==> config.mk <==
export PLATFORM = sky130hd
export DESIGN_NAME = exc_commit_ctrl
export DESIGN_NICKNAME = d
export VERILOG_FILES = /design/src/rtl/exc_commit_ctrl.sv
export SDC_FILE = /design/constraint.sdc
export NUM_CORES = 1
export LEC_CHECK = 0
export BUFFER_PORTS_ARGS = -buffer_cell sky130_fd_sc_hd__buf_4
export CAP_MARGIN = 15
export CORE_MARGIN = 5
export CORE_UTILIZATION = 41
export CTS_CLUSTER_SIZE = 30
export DETAILED_ROUTE_END_ITERATION = 6
export HOLD_SLACK_MARGIN = 0.02
export PLACE_DENSITY = 0.76
export SYNTH_ARGS = -nofsm -noshare
export SYNTH_HDL_FRONTEND = slang
export SYNTH_SLANG_ARGS = --single-unit
==> constraint.sdc <==
create_clock -name clk -period 2.05 [get_ports clk]
set_clock_uncertainty 0.05 [all_clocks]
set_input_delay 0.205 -clock clk [delete_from_list [all_inputs] [get_ports clk]]
set_output_delay 0.205 -clock clk [all_outputs]
set_load 0.01 [all_outputs]
==> src/rtl/exc_commit_ctrl.sv <==
// Exception/ertn commit sequencer at the WB boundary: prioritises the cause, pulses the CSR
// block, flushes the pipe and performs a held redirect handshake with pre-IF.
module exc_commit_ctrl #(
    parameter int PC_W  = 32,
    parameter int CNT_W = 32
) (
    input  logic              clk,
    input  logic              rst,
    input  logic              wb_valid,
    input  logic [PC_W-1:0]   wb_pc,
    input  logic              wb_int,
    input  logic              wb_adef,
    input  logic              wb_ine,
    input  logic              wb_sys,
    input  logic              wb_brk,
    input  logic              wb_ale,
    input  logic              wb_ertn,
    input  logic [31:0]       ex_entry,
    input  logic [31:0]       ertn_pc,
    output logic              csr_wb_ex,
    output logic [5:0]        csr_ecode,
    output logic [8:0]        csr_esubcode,
    output logic [PC_W-1:0]   csr_wb_pc,
    output logic              csr_ertn_flush,
    output logic              pipe_flush,
    output logic              busy,
    output logic              redirect_valid,
    output logic [31:0]       redirect_pc,
    input  logic              redirect_ready,
    output logic [CNT_W-1:0]  ex_count
);

    typedef enum logic [1:0] {
        ST_IDLE     = 2'd0,
        ST_COMMIT   = 2'd1,
        ST_REDIRECT = 2'd2
    } state_t;

    localparam logic [5:0] ECODE_INT  = 6'h00;
    localparam logic [5:0] ECODE_ADEF = 6'h08;
    localparam logic [5:0] ECODE_INE  = 6'h0D;
    localparam logic [5:0] ECODE_SYS  = 6'h0B;
    localparam logic [5:0] ECODE_BRK  = 6'h0C;
    localparam logic [5:0] ECODE_ALE  = 6'h09;

    function automatic logic [5:0] cause_ecode(
        input logic f_int, input logic f_adef, input logic f_ine,
        input logic f_sys, input logic f_brk, input logic f_ale
    );
        logic [5:0] code;
        if (f_int)       code = ECODE_INT;
        else if (f_adef) code = ECODE_ADEF;
        else if (f_ine)  code = ECODE_INE;
        else if (f_sys)  code = ECODE_SYS;
        else if (f_brk)  code = ECODE_BRK;
        else if (f_ale)  code = ECODE_ALE;
        else             code = 6'h00;
        return code;
    endfunction

    state_t             state_r, state_s;
    logic               kind_ex_r, kind_ex_s;
    logic               any_ex_s, event_s;
    logic               wb_ex_s, ertn_flush_s, flush_s, busy_s, rvalid_s;
    logic [5:0]         ecode_s;
    logic [8:0]         esubcode_s;
    logic [PC_W-1:0]    wb_pc_s;
    logic [31:0]        rpc_s;
    logic [CNT_W-1:0]   count_s;

    assign any_ex_s = wb_int | wb_adef | wb_ine | wb_sys | wb_brk | wb_ale;
    assign event_s  = wb_valid & (any_ex_s | wb_ertn);

    // Next-state and next-output computation; all outputs are registered below.
    always_comb begin
        state_s      = state_r;
        kind_ex_s    = kind_ex_r;
        wb_ex_s      = 1'b0;
        ertn_flush_s = 1'b0;
        ecode_s      = csr_ecode;
        esubcode_s   = csr_esubcode;
        wb_pc_s      = csr_wb_pc;
        flush_s      = pipe_flush;
        busy_s       = busy;
        rvalid_s     = redirect_valid;
        rpc_s        = redirect_pc;
        count_s      = ex_count;
        case (state_r)
            ST_IDLE: begin
                flush_s  = 1'b0;
                busy_s   = 1'b0;
                rvalid_s = 1'b0;
                if (event_s) begin
                    state_s      = ST_COMMIT;
                    kind_ex_s    = any_ex_s;
                    wb_ex_s      = any_ex_s;
                    ertn_flush_s = ~any_ex_s;
                    ecode_s      = any_ex_s ? cause_ecode(wb_int, wb_adef, wb_ine, wb_sys, wb_brk, wb_ale)
                                            : 6'h00;
                    esubcode_s   = 9'h000;
                    wb_pc_s      = wb_pc;
                    flush_s      = 1'b1;
                    busy_s       = 1'b1;
                end else begin
                    state_s = ST_IDLE;
                end
            end
            ST_COMMIT: begin
                // The target is sampled here so it is already stable on the first REDIRECT cycle.
                state_s  = ST_REDIRECT;
                rvalid_s = 1'b1;
                rpc_s    = kind_ex_r ? ex_entry : ertn_pc;
                if (kind_ex_r) begin
                    count_s = ex_count + {{(CNT_W-1){1'b0}}, 1'b1};
                end else begin
                    count_s = ex_count;
                end
            end
            ST_REDIRECT: begin
                if (redirect_ready) begin
                    state_s  = ST_IDLE;
                    rvalid_s = 1'b0;
                    flush_s  = 1'b0;
                    busy_s   = 1'b0;
                end else begin
                    state_s = ST_REDIRECT;
                end
            end
            default: begin
                state_s  = ST_IDLE;
                rvalid_s = 1'b0;
                flush_s  = 1'b0;
                busy_s   = 1'b0;
            end
        endcase
    end

    // State and output registers with synchronous reset.
    always_ff @(posedge clk) begin
        if (rst) begin
            state_r        <= ST_IDLE;
            kind_ex_r      <= 1'b0;
            csr_wb_ex      <= 1'b0;
            csr_ertn_flush <= 1'b0;
            csr_ecode      <= 6'h00;
            csr_esubcode   <= 9'h000;
            csr_wb_pc      <= {PC_W{1'b0}};
            pipe_flush     <= 1'b0;
            busy           <= 1'b0;
            redirect_valid <= 1'b0;
            redirect_pc    <= 32'h0000_0000;
            ex_count       <= {CNT_W{1'b0}};
        end else begin
            state_r        <= state_s;
            kind_ex_r      <= kind_ex_s;
            csr_wb_ex      <= wb_ex_s;
            csr_ertn_flush <= ertn_flush_s;
            csr_ecode      <= ecode_s;
            csr_esubcode   <= esubcode_s;
            csr_wb_pc      <= wb_pc_s;
            pipe_flush     <= flush_s;
            busy           <= busy_s;
            redirect_valid <= rvalid_s;
            redirect_pc    <= rpc_s;
            ex_count       <= count_s;
        end
    end

endmodule

=== Word-level counts from Yosys, hierarchy flattened ===
Cells that the tools add are included.

* $add $sub $neg: 1
* Eq/ne operators: 3
* Bitwise logic cells: 11
* Reduce and logical (&&, ||, !) cells: 5
* Mux-type cells: 15

{| class="wikitable"
|+ Operators by type and width
! kind !! number
|-
| adder 32 x 1 -> 32 bit, second input constant || 1
|-
| two-way mux 32 bit || 1
|-
| two-way mux 4 bit || 6
|-
| two-way mux 6 bit || 1
|-
| bitwise OR 1 bit || 6
|-
| one-hot mux 2 bit (3 select lines) || 1
|-
| AND reduction 2 bit || 3
|-
| NOT 1 bit || 4
|-
| two-way mux 1 bit || 3
|-
| one-hot mux 1 bit (3 select lines) || 1
|-
| OR reduction 3 bit || 1
|-
| equality test 2 x 1 -> 1 bit, second input constant || 1
|-
| equality test 2 bit, second input constant || 1
|-
| zero test 2 bit || 1
|-
| two-way mux 2 bit || 1
|-
| inequality test 2 bit, second input constant || 1
|-
| one-hot mux 1 bit (2 select lines) || 1
|-
| AND 1 bit || 1
|}

* Register bits: 109
* Word-level logic and storage cells: 45
* Bits of input ports: 107

=== Logic depth before layout (Yosys ltp) ===
Gate-level depths: netlist of run 1.

* Depth in word-level cells: 9
* Mapped depth: 6

=== Worst setup path before layout of run 1 ===
Ideal clock, no wire load.

* Path type: register to register
* Start point: reg ex_count[0]
* End point: reg ex_count[28]
* Cell stages (with the launch flop): 7
* Setup time: 70 ps
* Arrival: 1864 ps
* Buffers on the path: 1
* Path slack: 65 ps
* Cell sequence: dfxtp_1 -> ha_1 -> nand3_1 -> or3_1 -> buf_2 -> or4_1 -> a21oi_1

* Word-level cells in the longest chain between the ends: 1

{| class="wikitable"
|+ RTL lines
! what !! RTL line !! RTL
|-
| start: declaration || 30 || <nowiki>output logic [CNT_W-1:0] ex_count</nowiki>
|-
| start signal: assignment || 152 || <nowiki>ex_count <= {CNT_W{1'b0}};</nowiki>
|-
| start signal: assignment || 165 || <nowiki>ex_count <= count_s;</nowiki>
|-
| adder 32 x 1 -> 32 bit || 114 || <nowiki>count_s = ex_count + {{(CNT_W-1){1'b0}}, 1'b1};</nowiki>
|}

No other way between the ends.
A chain may end at the register's enable or synchronous reset.

=== Worst setup path in the final report of run 1 ===
* Start point: reg ex_count[7]
* End point: reg ex_count[31]

Same word-level chain as after synthesis.

==> flow_summary.json, run 1 <==
{
  "worstSetupPathType": "reg -> reg",
  "crit_chain": "nand4_1 > or4_1 > buf_4 > or4_1 > a21oi_1",
  "grt_overflow_total": 0,
  "min_period_ns": 1.997,
  "cts_buffers": 9,
  "leakage_nw": 2.931,
  "setup_ws_ns": 0.05322,
  "cts_sinks": 107,
  "synth.most_common_cell": "dfxtp_1",
  "p_total_mw": 4.291,
  "slowest_stage": "or4_1",
  "final_layout_size_suffix_gt1_share_pct": 37.82,
  "multi_input_area_um2": 2056,
  "rows": 37,
  "tightest_slew_ns": 0.5961,
  "netlist_area_um2": 4395,
  "clkSlewWorstSetupHoldPaths_ns": 0.10,
  "yosysWarningCount": 0,
  "gp_congestion": 0.8335,
  "final-setup-viol-count": 0,
  "fmax_ghz": 0.5008,
  "hold_viol": 0,
  "cts_max_level": 3,
  "track_usage_pct": 21.06,
  "antenna-diode-count": 0,
  "ios": 223,
  "die_y_um": 113.5,
  "synth-seq-area-share_pct": 48.73,
  "die_x_um": 113.5,
  "firstDrtPassIters": 4,
  "grt_pass1_vias": 4400,
  "cap_viol_max_count": 0,
  "ys_ff_latch": 107,
  "ys_dominant_reg_cell": "dfxtp_1",
  "pre_cts_slack_ns": 0.03071,
  "crit_arrival_ns": 2.23,
  "dp_cells": 791,
  "via_count": 4379,
  "clkLatencyLatePin_ns": 0.37,
  "hp-class": "in -> reg",
  "start_util_pct": 42.39,
  "synth_common_cells": "107 x dfxtp_1, 50 x nor2_1, 33 x a211oi_1, 33 x a22o_1, 32 x mux2i_1",
  "wl_per_cell_um": 16.67,
  "fp.dieArea_um2": 12890,
  "root_buffer": "clkbuf_8",
  "wirelength_mm": 14.03,
  "area_delta_synth_final_pct": 53.69,
  "finalCritPeriodShare_pct": 97.40,
  "cts_tree": "built",
  "final_cells": 842,
  "syn_avg_cell_area_um2": 9.768,
  "synthCells": 450,
  "routed_via_density": 5.201,
  "synth.distinct_cells": 44,
  "crit_top_cell": "or4_1",
  "yosys.area.top_type": "dfxtp_1",
  "antenna_found_initial": 0,
  "start_kind": "flip-flop",
  "regArea_um2": 2147,
  "dpl.hpwl_mm": 9.976,
  "synth_top_area_share_pct": 48.73,
  "async_reset_ff_share_pct": 0,
  "remaining_drc_errors": 0,
  "numPortBuffers": 211,
  "max_stage_delay_ns": 0.49,
  "synth_area_leaders": "dfxtp_1 49%, mux2i_1 7.3%, a22o_1 6.6%",
  "relSlewSlack_pct": 60.26,
  "synth-edff-count": 0,
  "nets": 809,
  "crit_path_max_fanout": 18,
  "drtIter0Drc": 275,
  "core_region_area_um2": 10370,
  "path_delay_family": "simple AND/OR/NAND/NOR gates",
  "crit_buf_inv": 1,
  "cp-end-kind": "flip-flop",
  "crit_required_ns": 2.28,
  "slew_viol_final": 0,
  "ant_nets": 0,
  "status": "finished clean",
  "grt_first_pass_wirelength_mm": 22.05,
  "power_density_nw_per_um2": 635.3,
  "ir_drop_mv": 0.3641,
  "fillCellCount": 834,
  "cts_buffer_depth": 2,
  "grt_max_degree": 68
}
-- metal layers --
layer  up-vias  routed length, um  global-route usage, %
li1       2153                  -                      -
met1      2038               5578                  24.97
met2       169               6928                  35.96
met3        19               1271                  6.366
met4         0                255                  7.612
met5         -                  0                      0
-- cell type report --
| type | instances | area share (%) |
|---|---|---|
| sequential | 107 | 31.78 |
| multi-input combinational | 303 | 30.43 |
| clock buffer | 11 | 1.945 |
| clock inverter | 5 | 0.7964 |
| inverter | 6 | 0.3334 |
| timing repair buffer | 274 | 32.19 |
| tap | 136 | 2.519 |
-- worst paths after layout --
check | startpoint | endpoint | slack, ns | depth (start not counted)
max | ex_count[7] | ex_count[31] | 0.05 | 5
min | rst | ex_count[17] | 0.05 | 2
max reg2reg | ex_count[7] | ex_count[31] | 0.05 | 5
min reg2reg | csr_ecode[1] | csr_ecode[1] | 0.43 | 1
-- where the power goes --
part           internal [mW]  total [mW]  switching, mW
logic                  0.440       0.787          0.348
clock network          0.563        1.26          0.695
registers               2.18        2.25         0.0619
total                   3.19        4.29           1.11
-- through the flow --
step,setup TNS (ns),hold slack (ns),cell area [um2],utilization (%)
global route,-0.005640,0.05336,6755,65.14
floorplan,0,0.2512,4433,-
global placement,0,0.3705,6217,59.95
detailed placement,0,0.3776,6217,59.95
CTS,0,0.02424,6713,64.73
finish,0,0.04957,6755,65.14
-- state kept, by name, indices dropped and copies added (netlist names) --
name and count:
busy 1, csr_ecode 4, csr_ertn_flush 1, csr_wb_ex 1, csr_wb_pc 32, ex_count 32, kind_ex_r 1, redirect_pc 32
redirect_valid 1, state_r 2
-- layout by cell type, fill, tap and decap left out, types with 2 or more instances in the layout --
master and count:
o21ai_1 3, nand4_1 9, buf_12 3, nor2_1 50, dlygate4sd3_1 32, mux2i_1 32, clkinv_2 3, xor2_1 5
buf_4 239, a211oi_1 33, xnor2_1 7, clkbuf_1 2, o2bb2ai_1 2, or4_1 15, dfxtp_2 4, o31ai_1 14
a21oi_1 23, and4_1 2, inv_1 6, nand3_1 11, or3_1 3, and3_1 5, nor3_1 3, a22o_1 33
nor4_1 6, clkbuf_8 9, conb_1 11, dfxtp_1 103, nand2_1 14, or2_1 2
-- logic make-up after synthesis --
logic type               after synthesis  synth area share (%)
AND/OR/NAND/NOR                      131                 15.86
other                                  1               0.08532
multiplexers                          33                 7.543
adder cells (fa/ha/maj)                1                0.2846
AO/OA/AOI/OAI                        114                 19.21
flip-flops                           107                 48.73
XOR/XNOR                              12                 2.391
buffers and inverters                 51                 5.892
-- what timing repair did --
action,in CTS,in global routing
hold buffers,31,1
hold endpoints to repair,31,1
setup buffers,0,2
setup endpoints to repair,0,12
resized for setup,0,4
Power figures use the tool's default switching activity.
==> run 2: changes to the inputs <==
==> config.mk (replaced) <==
export PLATFORM = sky130hd
export DESIGN_NAME = exc_commit_ctrl
export DESIGN_NICKNAME = d
export VERILOG_FILES = /design/src/rtl/exc_commit_ctrl.sv
export SDC_FILE = /design/constraint.sdc
export NUM_CORES = 1
export LEC_CHECK = 0
export CAP_MARGIN = 15
export CORE_MARGIN = 5
export CORE_UTILIZATION = 47
export CTS_CLUSTER_SIZE = 30
export DETAILED_ROUTE_END_ITERATION = 6
export DONT_BUFFER_PORTS = 1
export HOLD_SLACK_MARGIN = 0.02
export RECOVER_POWER = 25
export SYNTH_ARGS = -nofsm -noshare
export SYNTH_HDL_FRONTEND = slang
export SYNTH_SLANG_ARGS = --single-unit
==> run 2 against run 1 <==
Against the previous run:
- cell area down 20%
- clock-buffer cell count fell by 2
- clock power grew 9%
- register-to-register slack better by 0.07 ns
- first-iteration DRC count shrank 51%
- critical endpoint unchanged
- global-route usage shrank 1.2 points
- largest power group unchanged
- sequential share of layout area is 7.7 points higher
- die area down 12%
- hold slack got worse by 0.024 ns
- worst setup slack better by 0.072 ns
- final cell count is 25% lower
==> flow_summary.json, run 2 (synthesis results as in run 1) <==
{
  "grt_max_degree": 67,
  "worstSetupPathType": "reg -> reg",
  "track_usage_pct": 19.87,
  "reg.largest.list": "csr_wb_pc (32), ex_count (32), redirect_pc (32)",
  "min_period_ns": 1.924,
  "cts_sinks": 107,
  "hp-class": "in -> reg",
  "die_x_um": 106.7,
  "crit_path_max_fanout": 12,
  "multi_input_area_um2": 2053,
  "fmax_ghz": 0.5196,
  "start_util_pct": 47.80,
  "cts_max_level": 3,
  "remaining_drc_errors": 0,
  "finalCritPeriodShare_pct": 93.87,
  "cts_buffer_depth": 2,
  "fin_tns_setup_ns": 0,
  "wirelength_mm": 11.76,
  "status": "finished clean",
  "grt_overflow_total": 0,
  "final_layout_size_suffix_gt1_share_pct": 12.31,
  "slowest_stage": "or4_4",
  "leakage_nw": 2.004,
  "final_common_cell": "dfxtp_1",
  "ir_drop_mv": 0.3944,
  "reg2regPathDepth": 4,
  "r2r_start": "state_r[1]",
  "cap_viol_max_count": 0,
  "nets": 623,
  "dpl.hpwl_mm": 7.973,
  "cts_setup_buffers": 0,
  "hold_viol": 0,
  "antenna-diode-count": 0,
  "min_to": "redirect_pc[6]",
  "start_kind": "flip-flop",
  "ios": 223,
  "firstDrtPassIters": 4,
  "die_y_um": 106.7,
  "fp.dieArea_um2": 11390,
  "slew_viol_final": 0,
  "rsz0062_at_grt": "no",
  "ant_nets": 0,
  "gp_congestion": 0.8490,
  "layout_common_cells": "106 x dfxtp_1, 50 x nor2_1, 49 x dlygate4sd3_1, 35 x buf_4",
  "area_delta_synth_final_pct": 23.46,
  "grt_first_pass_wirelength_mm": 18.28,
  "cts_buffers": 9,
  "utilization_pct": 59.01,
  "rows": 35,
  "cts_tree": "built",
  "grt_pass1_vias": 3602,
  "clkSlewWorstSetupHoldPaths_ns": 0.11,
  "antenna_found_initial": 0,
  "r2r_slack_ns": 0.13,
  "routed_via_density": 5.764,
  "timing.rr.end": "ex_count[31]",
  "via_count": 3637,
  "regArea_um2": 2143,
  "drtIter0Drc": 134,
  "hold_depth": 2,
  "clkLatencyLatePin_ns": 0.36,
  "hold_start": "ertn_pc[6]",
  "crit_arrival_ns": 2.16,
  "root_buffer": "clkbuf_8",
  "core_region_area_um2": 9196,
  "final-setup-viol-count": 0,
  "cp-end-kind": "flip-flop",
  "crit_chain": "nand3b_4 > or4_4 > or4_1 > a21oi_1",
  "fillCellCount": 787,
  "crit_required_ns": 2.29,
  "max_stage_delay_ns": 0.63,
  "numPortBuffers": 0,
  "wl_per_cell_um": 18.63,
  "power_density_nw_per_um2": 760.8
}
[run 2: cell types whose count changed in the layout (fill, tap and decap cells not counted), moves of 2 or more]
cell and change:
clkinv_2 -3, dfxtp_2 -3, dfxtp_1 +3, inv_6 +2, clkbuf_1 -2, dlygate4sd3_1 +17, buf_4 -204
[run 2: layout make-up]
| cell class | count | share of cell area, % |
|---|---|---|
| multi-input cells | 302 | 37.84 |
| flip-flops and latches | 107 | 39.50 |
| clock inverters | 7 | 1.706 |
| repair buffers | 89 | 15.70 |
| well taps | 111 | 2.559 |
| inverters | 6 | 0.4150 |
| clock buffers | 9 | 2.283 |
[run 2: timing repair]
action	in CTS	in global routing
hold buffers	49	1
hold endpoints to repair	101	1
resized for setup	0	3
endpoints found under the setup margin	0	10
[run 2: layer usage]
layer	GRT usage (%)	up-vias	part of all wire, %
met5	0	-	0
met4	5.388	0	1.5
met3	8.489	14	10
met2	33.50	148	49
met1	23.12	1688	39
li1	-	1787	-
[run 2: report_power, final]
part | switching [mW] | total (mW) | internal (mW)
clock | 0.774 | 1.37 | 0.598
sequential | 0.132 | 2.32 | 2.18
combinational | 0.212 | 0.440 | 0.228
total | 1.12 | 4.13 | 3.01
[run 2: worst max path at each step]
stage                      startpoint            to  cells after the start
after floorplan           ex_count[0]  ex_count[28]                      6
after global routing      ex_count[7]  ex_count[31]                      5
final                      state_r[1]  ex_count[31]                      4
after detailed placement  ex_count[4]  ex_count[14]                      5
after CTS                 ex_count[6]  ex_count[22]                      4
after global placement    ex_count[0]  ex_count[30]                      6
[run 2: worst max-delay path: cells and delay by family, from the launching register on]
kind | cells | cell delay (ns)
DFF | 1 | 0.33
AOI/OAI and AO/OA | 1 | 0.14
and+or+nand+nor | 3 | 1.34
[run 2: stage by stage]
step	std cells	instance area [um2]	hold slack (ns)	total power, mW	worst slack, ns
final	631	5426	0.02565	4.128	0.1256
after global routing	631	5426	0.02094	4.299	0.006433
after CTS	630	5401	0.02185	4.163	0.03026
after detailed placement	565	4677	0.2316	2.691	0.05550
after global placement	565	4677	0.2314	2.681	0.1284
after floorplan	460	4433	0.2512	2.636	0.06543
==> run 3: changes to the inputs <==
--- a/config.mk
+++ b/config.mk
@@ -6,8 +6,8 @@
 export NUM_CORES = 1
 export LEC_CHECK = 0
 export CAP_MARGIN = 15
-export CORE_MARGIN = 5
 export CORE_UTILIZATION = 47
+export CTS_BUF_LIST = sky130_fd_sc_hd__clkbuf_2
 export CTS_CLUSTER_SIZE = 30
 export DETAILED_ROUTE_END_ITERATION = 6
 export DONT_BUFFER_PORTS = 1
==> run 3 against run 2 <==
Against the previous run:
- cell area grew 9.5%
- via count grew 10%
- first-iteration DRC count decreased by 0.75%
- sequential cell count did not move
- global-route usage grew 5.2 points
- die area decreased by 14%
- core utilization rose by 7.8 points
- combinational power up 31%
- hold slack better by 0.12 ns
- worst setup slack worse by 0.039 ns
- register-to-register slack worse by 0.04 ns
==> flow_summary.json, run 3 (synthesis results as in run 1) <==
{
  "root_buffer": "clkbuf_2",
  "firstDrtPassIters": 4,
  "rows": 34,
  "leakage_nw": 2.236,
  "reg.largest.list": "csr_wb_pc (32), ex_count (32), redirect_pc (32)",
  "area_delta_synth_final_pct": 35.16,
  "cp-end-kind": "flip-flop",
  "layout_common_cells": "110 x dlygate4sd3_1, 103 x dfxtp_1, 50 x nor2_1, 39 x buf_4",
  "cts_buffer_depth": 2,
  "start_util_pct": 49.44,
  "worstSetupPathType": "reg -> reg",
  "final-setup-viol-count": 0,
  "routed_via_density": 5.800,
  "crit_arrival_ns": 2.45,
  "crit_path_max_fanout": 12,
  "clkLatencyLatePin_ns": 0.58,
  "final_layout_size_suffix_gt1_share_pct": 12.01,
  "antenna-diode-count": 0,
  "clkSlewWorstSetupHoldPaths_ns": 0.32,
  "die_y_um": 98.71,
  "grt_first_pass_wirelength_mm": 19.43,
  "min_period_ns": 1.963,
  "power_density_nw_per_um2": 658.9,
  "fin_tns_setup_ns": 0,
  "track_usage_pct": 25.05,
  "rsz0062_at_grt": "no",
  "via_count": 4008,
  "grt_pass1_vias": 3935,
  "cts_tree": "built",
  "hold_viol": 0,
  "cts_sinks": 107,
  "grt_overflow_total": 0,
  "ir_drop_mv": 0.4340,
  "hp-class": "in -> reg",
  "cts_max_level": 3,
  "die_x_um": 98.71,
  "multi_input_area_um2": 2057,
  "final_cells": 691,
  "drtIter0Drc": 133,
  "core_region_area_um2": 8891,
  "fmax_ghz": 0.5094,
  "antenna_found_initial": 0,
  "fillCellCount": 712,
  "cts_buffers": 9,
  "numPortBuffers": 0,
  "slew_viol_final": 0,
  "dpl.hpwl_mm": 7.313,
  "remaining_drc_errors": 0,
  "crit_required_ns": 2.53,
  "wl_per_cell_um": 17.61,
  "regArea_um2": 2147,
  "wirelength_mm": 12.17,
  "gp_congestion": 0.7978,
  "finalCritPeriodShare_pct": 95.76,
  "cap_viol_max_count": 0,
  "nets": 686,
  "dp_cells": 564,
  "ant_nets": 0,
  "status": "finished clean",
  "final_common_cell": "dlygate4sd3_1",
  "fp.dieArea_um2": 9743,
  "ios": 223,
  "start_kind": "flip-flop",
  "grt_max_degree": 69,
  "cts_setup_buffers": 0
}
[run 3: worst paths after layout]
check / from / depth (start not counted) / endpoint / slack, ns
max: ex_count[18] / 4 / ex_count[31] / 0.09
min: wb_ertn / 3 / state_r[0] / 0.15
max reg2reg: ex_count[18] / 4 / ex_count[31] / 0.09
min reg2reg: csr_ecode[2] / 1 / csr_ecode[2] / 0.50
[run 3: worst max-delay path, cell delays in order (launching register included)]
cell,delay (ns)
dfxtp_1,0.41
nand4_1,0.18
or4_4,0.60
or4_1,0.53
a21oi_1,0.15
[run 3: cell type report]
class / count / area share, %
Clock buffer: 9 / 0.7582
Clock inverter: 7 / 1.369
Inverter: 6 / 0.3791
Multi-Input combinational cell: 302 / 34.63
Sequential cell: 107 / 36.14
Tap cell: 108 / 2.275
Timing Repair Buffer: 152 / 24.45
[run 3: per-layer routing]
metal	wire, um	global-route usage [%]
met5	0	0
met4	316	11.48
met3	915	7.872
met2	6257	42.96
met1	4682	28.55
[run 3: repair_timing]
item                                    4_1_cts  5_1_grt
hold endpoints to repair                    107        1
hold buffers                                110        1
resized for setup                             0        7
endpoints found under the setup margin        0       35
[run 3: report_power, final]
part | switching (mW) | internal (mW)
Clock | 0.793 | 0.216
Combinational | 0.248 | 0.330
Sequential | 0.130 | 2.20
Total | 1.17 | 2.74
[run 3: per-stage QoR]
stage,hold WS (ns),area [um2],power [mW],utilization [%],worst slack [ns]
floorplan,0.2512,4433,2.636,-,0.06543
global placement,0.2307,4663,2.670,52.45,0.1266
detailed placement,0.2317,4663,2.679,52.45,0.06523
CTS,0.06082,5908,3.916,66.45,0.02243
global route,0.08009,5941,4.116,66.82,0.009175
finish,0.1486,5941,3.914,66.82,0.08684
